[config.mk]
export PLATFORM = sky130hd
export DESIGN_NAME = stopwatch_ctrl
export DESIGN_NICKNAME = d
export VERILOG_FILES = /design/src/rtl/stopwatch_ctrl.sv
export SDC_FILE = /design/constraint.sdc
export NUM_CORES = 1
export LEC_CHECK = 0
export CAP_MARGIN = 20
export CORE_MARGIN = 3
export CORE_UTILIZATION = 60
export CTS_BUF_LIST = sky130_fd_sc_hd__clkbuf_8
export CTS_CLUSTER_SIZE = 10
export DETAILED_ROUTE_END_ITERATION = 10
export PLACE_DENSITY = 0.85
export REMOVE_ABC_BUFFERS = 1
export SLEW_MARGIN = 5
export SYNTH_ARGS = -nofsm -noshare
export SYNTH_HDL_FRONTEND = slang
export SYNTH_SLANG_ARGS = --single-unit
[constraint.sdc]
create_clock -name clock -period 3.5 [get_ports clock]
set_input_delay 0.525 -clock clock [delete_from_list [all_inputs] [get_ports clock]]
set_output_delay 0.525 -clock clock [all_outputs]
set_load 0.005 [all_outputs]
[src/rtl/stopwatch_ctrl.sv]
// Stopwatch controller for a 4-digit BCD elapsed-time display.
// It prescales the clock into count ticks, keeps a live BCD count and a lap snapshot,
// and drives registered display digits and status flags.
module stopwatch_ctrl #(
  parameter int TICK_DIV = 50000,
  parameter bit WRAP     = 1'b0
) (
  input  logic       clock,
  input  logic       reset,
  input  logic       start_stop,
  input  logic       lap_clear,
  output logic [3:0] d0,
  output logic [3:0] d1,
  output logic [3:0] d2,
  output logic [3:0] d3,
  output logic       running,
  output logic       lap_active,
  output logic       overflow,
  output logic       tick
);

  localparam int PW = (TICK_DIV > 2) ? $clog2(TICK_DIV) : 1;
  localparam logic [PW-1:0] PRESC_MAX = PW'(TICK_DIV - 1);

  typedef enum logic [1:0] {IDLE, RUN, LAP, PAUSE} state_t;

  state_t        state, state_nxt;
  logic [PW-1:0] presc, presc_nxt;
  logic [15:0]   live, live_nxt;
  logic [15:0]   lapr, lapr_nxt;
  logic          ovf_nxt;
  logic          tick_nxt;
  logic          sat;
  logic [16:0]   inc;

  // Add one to a 4-digit BCD value with ripple carry; bit 16 is the carry out of 9999.
  function automatic logic [16:0] bcd_inc(input logic [15:0] v);
    logic [15:0] r;
    logic        c;
    r = v;
    c = 1'b1;
    for (int i = 0; i < 4; i++) begin
      if (c) begin
        if (v[4*i +: 4] >= 4'd9) begin
          r[4*i +: 4] = 4'd0;
        end else begin
          r[4*i +: 4] = v[4*i +: 4] + 4'd1;
          c = 1'b0;
        end
      end
    end
    return {c, r};
  endfunction

  // Next-state, prescaler, count and lap logic.
  always_comb begin
    state_nxt = state;
    presc_nxt = presc;
    live_nxt  = live;
    lapr_nxt  = lapr;
    ovf_nxt   = overflow;
    tick_nxt  = 1'b0;
    sat       = 1'b0;
    inc       = bcd_inc(live);

    // Prescaler and count advance only while the pre-edge state is counting.
    if (state == RUN || state == LAP) begin
      if (presc == PRESC_MAX) begin
        presc_nxt = '0;
        tick_nxt  = 1'b1;
        if (inc[16]) begin
          ovf_nxt = 1'b1;
          if (WRAP) begin
            live_nxt = inc[15:0];
          end else begin
            sat = 1'b1;
          end
        end else begin
          live_nxt = inc[15:0];
        end
      end else begin
        presc_nxt = presc + 1'b1;
      end
    end

    // Button handling; start_stop has priority over lap_clear.
    unique case (state)
      IDLE: begin
        if (start_stop) state_nxt = RUN;
      end
      RUN: begin
        if (start_stop) begin
          state_nxt = PAUSE;
        end else if (lap_clear) begin
          state_nxt = LAP;
          lapr_nxt  = live;
        end
      end
      LAP: begin
        if (start_stop)     state_nxt = PAUSE;
        else if (lap_clear) state_nxt = RUN;
      end
      PAUSE: begin
        if (start_stop)     state_nxt = RUN;
        else if (lap_clear) state_nxt = IDLE;
      end
      default: state_nxt = IDLE;
    endcase

    // Saturating at 9999 stops the watch regardless of any button.
    if (sat) state_nxt = PAUSE;

    // Returning to IDLE starts a fresh measurement.
    if (state_nxt == IDLE && state != IDLE) begin
      live_nxt  = '0;
      presc_nxt = '0;
      ovf_nxt   = 1'b0;
    end
  end

  // State, count, lap snapshot and status flag registers.
  always_ff @(posedge clock) begin
    if (reset) begin
      state      <= IDLE;
      presc      <= '0;
      live       <= '0;
      lapr       <= '0;
      overflow   <= 1'b0;
      tick       <= 1'b0;
      running    <= 1'b0;
      lap_active <= 1'b0;
    end else begin
      state      <= state_nxt;
      presc      <= presc_nxt;
      live       <= live_nxt;
      lapr       <= lapr_nxt;
      overflow   <= ovf_nxt;
      tick       <= tick_nxt;
      running    <= (state_nxt == RUN) || (state_nxt == LAP);
      lap_active <= (state_nxt == LAP);
    end
  end

  // Display digits follow the lap snapshot in LAP and the live count otherwise, one cycle late.
  always_ff @(posedge clock) begin
    if (reset) begin
      {d3, d2, d1, d0} <= 16'h0000;
    end else if (state == LAP) begin
      {d3, d2, d1, d0} <= lapr;
    end else begin
      {d3, d2, d1, d0} <= live;
    end
  end

endmodule

* Yosys cells after proc, flatten, opt, wreduce, memory -nomap -nowiden
Cells that the tools add are included.
** Word-level totals
- Output and inout port bits :: 20
- Word-level logic and storage cells :: 76
- Bits in registers :: 70
- Input port bits :: 4
** Operators by class
- Mux-type cells :: 29
- $lt $le $gt $ge :: 4
- Eq/ne operators :: 6
- Bitwise operators :: 3
- Reductions and logical operators :: 14
- $add $sub $neg :: 5
** Operators with widths (count)
- 2-to-1 mux 4 bit :: 8
- adder 16 x 1 -> 16 bit, second input constant :: 1
- adder 4 x 1 -> 4 bit, second input constant :: 4
- equality test 16 bit, second input constant :: 1
- greater-or-equal comparator 4 bit, second input constant :: 4
- 2-to-1 mux 16 bit :: 1
- 2-to-1 mux 2 bit :: 8
- AND reduction 4 bit :: 3
- 2-to-1 mux 1 bit :: 11
- AND reduction 3 bit :: 3
- case mux 2 bit (4 select lines) :: 1
- equality test 2 bit, second input constant :: 3
- equality test 2 x 1 -> 1 bit, second input constant :: 2
- logical NOT 2 bit :: 2
- OR reduction 2 bit :: 2
- inverter 1 bit :: 3
- logical OR 1 bit :: 2
- nonzero test 2 bit :: 1
- logical AND 1 bit :: 1

* Logic depth before layout (Yosys ltp)
Gate-level depths: netlist of the first run.
- Depth after elaboration :: 12
- Mapped depth :: 16
- Depth with buffers taken out :: 11

* Worst setup path before layout of the first run
Ideal clock, no wire load.
- Kind :: register -> register
- Start point :: register state[0]
- End point :: register live[4]
- Cell stages (with the launch flop) :: 17
- Required time :: 3.425 ns
- Clock period less this slack :: 3.003 ns
- Slack :: 0.497 ns
- Buffers on the path :: 5
- Library setup time :: 0.075 ns
- Arrival time :: 2.928 ns
- Path through :: dfxtp_1 > inv_1 > ha_1 > buf_2 > and4_1 > buf_4 > and4_1 > buf_4 > nand4_1 > and2_1 > ha_1 > nor2b_1 > nor2_1 > buf_2 > buf_1 > nand2_1 > o22ai_1
** Between the ends
- Longest elaborated chain between the ends :: 7
- Elaborated cells between the ends (all ways) :: 20
- Classes of those cells :: 3 x eq/ne; 10 x mux; 7 x reduce/logical
** Ends and longest elaborated chain
- from (decl) :: RTL line 27 : state_t state, state_nxt;
- from (signal assigned) :: RTL line 133 : state <= state_nxt;
- 2-to-1 mux 2 bit (tied with other cells) :: RTL line 105 : else if (lap_clear) state_nxt = IDLE;
- 2-to-1 mux 2 bit (tied with other cells) :: RTL line 104 : if (start_stop) state_nxt = RUN;
- case mux 2 bit (4 select lines) / 2-to-1 mux 1 bit (equally long branches) :: RTL line 87, 67
- 2-to-1 mux 2 bit :: RTL line 111 : if (sat) state_nxt = PAUSE;
- logical NOT 2 bit :: RTL line 114 : if (state_nxt == IDLE && state != IDLE) begin
- logical AND 1 bit :: RTL line 114
- OR reduction 2 bit (no source line)
- to (signal assigned) :: RTL line 135 : live <= live_nxt;
- to (decl) :: RTL line 29 : logic [15:0] live, live_nxt;
Several ways; a longest one is shown, not always the timed one.
A chain may end at the register's enable or synchronous reset.

* Final worst setup path of the first run
- Start point :: register state[0]
- End point :: register presc[15]
** Between the ends
- Longest elaborated chain between the ends :: 7
- Elaborated cells between the ends (all ways) :: 19
- Classes of those cells :: 3 x eq/ne; 10 x mux; 6 x reduce/logical
** Ends and longest elaborated chain
- 2-to-1 mux 2 bit (tied with other cells) :: RTL line 105
- 2-to-1 mux 2 bit (tied with other cells) :: RTL line 104
- case mux 2 bit (4 select lines) / 2-to-1 mux 1 bit (equally long branches) :: RTL line 87, 67
- 2-to-1 mux 2 bit :: RTL line 111
- logical NOT 2 bit :: RTL line 114
- logical AND 1 bit :: RTL line 114
- OR reduction 2 bit (no source line)
- to (signal assigned) :: RTL line 134 : presc <= presc_nxt;
- to (decl) :: RTL line 28 : logic [PW-1:0] presc, presc_nxt;
Several ways; a longest one is shown, not always the timed one.

==> results of run 1 <==
==> kinds of logic (layout without fill, tap and decap cells) <==
group,after synthesis,after routing,share of synthesized area [%]
compound gates,51,51,11.1
xor+xnor,14,14,3.62
fa+ha+maj,19,19,7.02
buf+inv,37,61,4.88
flops,70,70,41.4
mux,22,22,6.51
simple gates,161,161,25.5
==> area by class of cell <==
| cell class | count | area share, % |
|---|---|---|
| clock buffer | 10 | 3.54 |
| clock inverter | 6 | 2.80 |
| inverter | 17 | 1.64 |
| multi-input combinational | 267 | 46.8 |
| sequential | 70 | 36.1 |
| tap | 70 | 2.25 |
| timing repair buffer | 28 | 6.89 |
==> through the flow <==
stage	TNS, ns	instance area [um^2]	hold WS, ns	instances
3_3_place_gp	0	3640	0.441	452
2_1_floorplan	-0.989	3280	0.430	354
5_1_grt	0	3880	0.476	468
3_5_place_dp	0	3640	0.452	452
6_report	0	3880	0.460	468
4_1_cts	0	3880	0.462	468
==> power groups by stage <==
stage | clock (mW) | sequential [mW] | combinational [mW]
final | 0.790 | 0.810 | 0.103
after detailed placement | 0 | 0.828 | 0.102
after CTS | 0.798 | 0.810 | 0.102
after global placement | 0 | 0.828 | 0.0990
after global routing | 0.838 | 0.811 | 0.112
after floorplan | 0 | 0.828 | 0.0635
==> state kept, by name (all words and copies together) (netlist names) <==
| register | flops |
|---|---|
| lapr | 16 |
| live | 16 |
| presc | 16 |
| d0 | 4 |
| d1 | 4 |
| d2 | 4 |
| d3 | 4 |
| state | 2 |
| lap_active | 1 |
| overflow | 1 |
| running | 1 |
| tick | 1 |
==> worst paths after layout <==
kind                         start                endpoint  slack, ns  cells after the start
max            state[0]$_SDFF_PP0_  presc[15]$_SDFFE_PP0N_       0.32                     11
min          lapr[13]$_SDFFE_PP0P_   lapr[13]$_SDFFE_PP0P_       0.46                      2
max reg2reg    state[0]$_SDFF_PP0_  presc[15]$_SDFFE_PP0N_       0.32                     11
min reg2reg  lapr[13]$_SDFFE_PP0P_   lapr[13]$_SDFFE_PP0P_       0.46                      2
==> routing by layer <==
| metal | share of wire (%) | track usage, % | vias up |
|---|---|---|---|
| met4 | 3.8 | 15.7 | 0 |
| met1 | 45 | 27.5 | 1281 |
| met5 | 0 | 0 | - |
| li1 | - | - | 1342 |
| met3 | 3.7 | 4.43 | 22 |
| met2 | 47 | 37.0 | 68 |
==> worst max-delay path, delay by kind of cell, from the launching register on <==
family | cells | cell delay [ns]
adders and majority gates | 2 | 0.65
buffers and inverters | 1 | 0.08
and+or+nand+nor | 7 | 1.78
DFF | 1 | 0.38
AOI/OAI and AO/OA | 1 | 0.22
==> layout by cell type (no fill, tap or decap), types with 4 or more instances in the layout <==
master           count
dfxtp_1             70
nand2_1             57
nor2_1              40
a21oi_1             23
clkdlybuf4s50_1     23
mux2i_1             22
ha_1                19
inv_1               17
nand4_1             11
xnor2_1             11
clkbuf_8            10
nor3_1               6
nand3_1              6
nor4_1               5
buf_4                5
and2_1               4
nor2b_1              4
==> impl_metrics.toml, run 1 <==
[clock_tree]
cts_tree = "built"
clock_latency_ns = 0.35
htreeDepth = 3
clockBufferDepth = 2
cts_buffers = 9
cts_hold_buf = 0
cts_setup_buffers = 0
cts_resized = 0
cts_root_buffer = "clkbuf_8"
clk_pin_slew_ns = 0.07
cts.sinks = 70

[global_routing]
grt_use_total_pct = 22.9
antenna_found_initial = 0
grt_pass1_vias = 2519
grt_max_degree = 37
gr-total-overflow = 0
grt_pass1_wl_mm = 11.5

[hold_path]
hp-class = "register to register"

[logic_synthesis]
syn-mean-instance-area_um2 = 9.05
synth.top_cell.area_share_pct = 41.4
ys_seq_area_share_pct = 41.4
post-synth-top-area-cell = "dfxtp_1"
yosysWarnings = 0
synth-edff-count = 0
synth_area_mm2 = 0.00338
synthDistinctLibCells = 59
syn_inst = 374
ys_seq_elements = 70
synth.most_common_cell = "dfxtp_1"
synthTopCellsByCount = "70 x dfxtp_1, 57 x nand2_1, 40 x nor2_1"
ys_async_sr_fraction_pct = 0
synthTopCellsByArea = "dfxtp_1 41%, ha_1 7.0%, mux2i_1 6.5%"
synth-main-ff-cell = "dfxtp_1"

[sta]
fin_crit_sh_pct = 90.8
setup_ws_ns = 0.321
drv_slew = 0
relSlewSlack_pct = 55.5
fin_skew_ns = 0.00760
fmax_ghz = 0.315
tightest_slew_ns = 0.666
fin_crit_ns = 3.18
setup_viol_count_final = 0
hold_viol_final = 0
rsz0062_at_grt = "no"

[die]
start_util_pct = 64.2
core_mm2 = 0.00527
die_x_um = 81.1
die_area_mm2 = 0.00658
num_rows = 26
die_h_um = 81.1
io-pin-count = 24

[layout]
seq_area_mm2 = 0.00140
drive_gt1_share_pct = 9.05
multiInputGateArea_mm2 = 0.00182
fin_nets = 416
syn_to_final_growth_pct = 14.8
utilization_pct = 73.7
n_antenna_cell = 0
n_fill_cell = 402

[placed_design]
dpl.hpwl_mm = 4.65
dp_slack_ns = 0.340
port_buffers = 23
place_congestion = 0.923

[power]
pwr-share-clk_pct = 46.4
switchingPower_mw = 0.368
ir_worst_vdd_v = 0.000382
power.internal_mw = 1.33
fin_total_pwr_mw = 1.70
combPwrFrac_pct = 6.0
p_seq_share_pct = 47.6
powerDensity_mw_per_mm2 = 438
swShare_pct = 21.6
p_leak_nw = 1.36

[route]
drt_first_iter_violations = 147
num_vias = 2713
wl_per_cell_um = 14.7
drtAntennaViolNets = 0
post_drt_via_cell_ratio = 5.80
drc = 0
first_pass_iters = 5
wl_mm = 6.86

[worst_setup_path]
crit_arrival_ns = 3.45
slowest_delay_ns = 0.47
worstSetupEndpointType = "register"
crit_path_top_delay_cell = "ha_1"
start_kind = "register"
crit_chain = "inv_1, ha_1, and4_1, and4_1, nand4_1, and2_1, ha_1, nor2b_1, nor2_1, nand2_1, a21oi_1"
criticalPathCategory = "register to register"
path_max_fanout = 15
cp.required_ns = 3.77

[job]
drv_cap = 0

[outcome]
outcome = "complete, no violations"
Note: power is estimated with default switching activity, not from simulation.
==> inputs of run 2 (changes only) <==
--- a/config.mk
+++ b/config.mk
@@ -7,11 +7,10 @@
 export LEC_CHECK = 0
 export CAP_MARGIN = 20
 export CORE_MARGIN = 3
-export CORE_UTILIZATION = 60
-export CTS_BUF_LIST = sky130_fd_sc_hd__clkbuf_8
+export CORE_UTILIZATION = 58
 export CTS_CLUSTER_SIZE = 10
 export DETAILED_ROUTE_END_ITERATION = 10
-export PLACE_DENSITY = 0.85
+export PLACE_DENSITY = 0.83
 export REMOVE_ABC_BUFFERS = 1
 export SLEW_MARGIN = 5
 export SYNTH_ARGS = -nofsm -noshare
==> run 2 against run 1 <==
Compared with the run above:
- maximum frequency is 0.89% higher
- highest routed layer unchanged
- combinational power hardly changed
- worst setup slack better by 0.028 ns
==> impl_metrics.toml, run 2 (same netlist as run 1, synthesis figures left out) <==
[worst_setup_path]
cp.required_ns = 3.79
worstSetupEndpointType = "register"
crit_arrival_ns = 3.44
start_kind = "register"
criticalPathCategory = "register to register"
path_max_fanout = 9

[global_routing]
grt_max_degree = 34
grt_pass1_wl_mm = 12.0
gr-total-overflow = 0
antenna_found_initial = 0
grt_use_total_pct = 23.4
grt_pass1_vias = 2606

[clock_tree]
htreeDepth = 3
cts.sinks = 70
cts_tree = "built"
clk_pin_slew_ns = 0.07
cts_root_buffer = "clkbuf_8"
cts_setup_buffers = 0
clockBufferDepth = 2
clock_latency_ns = 0.35
cts_buffers = 9

[route]
post_drt_via_cell_ratio = 5.69
drtAntennaViolNets = 0
num_vias = 2673
wl_per_cell_um = 14.8
drt_first_iter_violations = 162
drc = 0
wl_mm = 6.94
first_pass_iters = 4

[die]
start_util_pct = 60.7
die_area_mm2 = 0.00679
num_rows = 27
die_x_um = 82.4
die_h_um = 82.4
core_mm2 = 0.00557
io-pin-count = 24

[layout]
final_cells = 470
final_common_cell = "dfxtp_1"
n_antenna_cell = 0
n_fill_cell = 415
multiInputGateArea_mm2 = 0.00182
drive_gt1_share_pct = 9.30
utilization_pct = 69.1
top_regs = "lapr (16), live (16), presc (16)"
syn_to_final_growth_pct = 13.8
seq_area_mm2 = 0.00140
final_cell_mix = "70 x dfxtp_1, 56 x nand2_1, 40 x nor2_1, 23 x a21oi_1, 23 x clkdlybuf4s50_1"
fin_nets = 416

[sta]
fmax_ghz = 0.317
tightest_slew_ns = 0.688
hold_viol_final = 0
setup_viol_count_final = 0
drv_slew = 0
relSlewSlack_pct = 54.0
fin_crit_sh_pct = 90.0
fin_crit_ns = 3.15
fin_skew_ns = 0.00949
rsz0062_at_grt = "no"

[placed_design]
dpl.hpwl_mm = 4.84
placed_cells = 454
port_buffers = 23
place_congestion = 0.933

[power]
powerDensity_mw_per_mm2 = 411
ir_worst_vdd_v = 0.000239
p_leak_nw = 1.34

[hold_path]
hp-class = "register to register"

[outcome]
outcome = "complete, no violations"

[job]
drv_cap = 0
-- run 2: changes by cell type in the layout (fill, tap and decap cells not counted) --
cell,before,now
clkbuf_8,10,11
inv_6,0,1
bufinv_16,3,1
clkinv_4,1,0
clkinvlp_4,0,1
nand2_2,0,1
nand2_1,57,56
-- run 2: final cells by class --
| cell class | instances | share of cell area, % |
|---|---|---|
| Multi-Input combinational cell | 267 | 47.3 |
| Clock buffer | 11 | 3.93 |
| Timing Repair Buffer | 28 | 6.95 |
| Sequential cell | 70 | 36.4 |
| Tap cell | 72 | 2.34 |
| Inverter | 17 | 1.66 |
| Clock inverter | 5 | 1.46 |
-- run 2: worst paths after layout --
| kind | depth (start not counted) | endpoint | slack [ns] | from |
|---|---|---|---|---|
| worst min-delay path | 2 | lapr[10]$_SDFFE_PP0P_ | 0.45 | lapr[10]$_SDFFE_PP0P_ |
| worst max register to register | 11 | live[8]$_SDFFE_PP0P_ | 0.35 | state[1]$_SDFF_PP0_ |
| worst min register to register | 2 | lapr[10]$_SDFFE_PP0P_ | 0.45 | lapr[10]$_SDFFE_PP0P_ |
| worst max-delay path | 11 | live[8]$_SDFFE_PP0P_ | 0.35 | state[1]$_SDFF_PP0_ |
-- run 2: critical path: stages (launching register included) --
cell and delay, ns:
dfxtp_1 0.38, inv_1 0.09, ha_1 0.46, and4_1 0.36, and4_1 0.25, nand4_1 0.20, and2_1 0.24, ha_1 0.18
nor2b_1 0.16, or2_2 0.40, nor4_1 0.19, a32o_1 0.17
-- run 2: timing repair --
item	in CTS	in global routing
hold endpoints to repair	0	0
hold buffers	0	0
endpoints found under the setup margin	0	4
gates resized for setup	0	1
-- run 2: metal layers --
metal	wire length [um]	GRT usage, %	up-vias
met1	3060	27.4	1249
met5	0	0	-
met2	3400	39.9	63
met4	133	10.1	0
met3	348	6.62	14
li1	-	-	1347
-- run 2: report_power, final --
part	leakage [nW]	switching (mW)	internal, mW
registers	0.564	0.00688	0.803
clock network	0.106	0.303	0.368
logic	0.668	0.0625	0.0398
total	1.34	0.372	1.21
-- run 2: through the flow --
stage | hold slack [ns] | power (mW) | setup TNS (ns) | instance area (um^2) | setup slack [ns]
final | 0.454 | 1.58 | 0 | 3850 | 0.349
after detailed placement | 0.448 | 0.930 | 0 | 3640 | 0.337
after global placement | 0.440 | 0.926 | 0 | 3640 | 0.511
after floorplan | 0.430 | 0.891 | -0.989 | 3280 | -0.100
after CTS | 0.458 | 1.60 | 0 | 3850 | 0.327
after global routing | 0.478 | 1.65 | 0 | 3850 | 0.0684
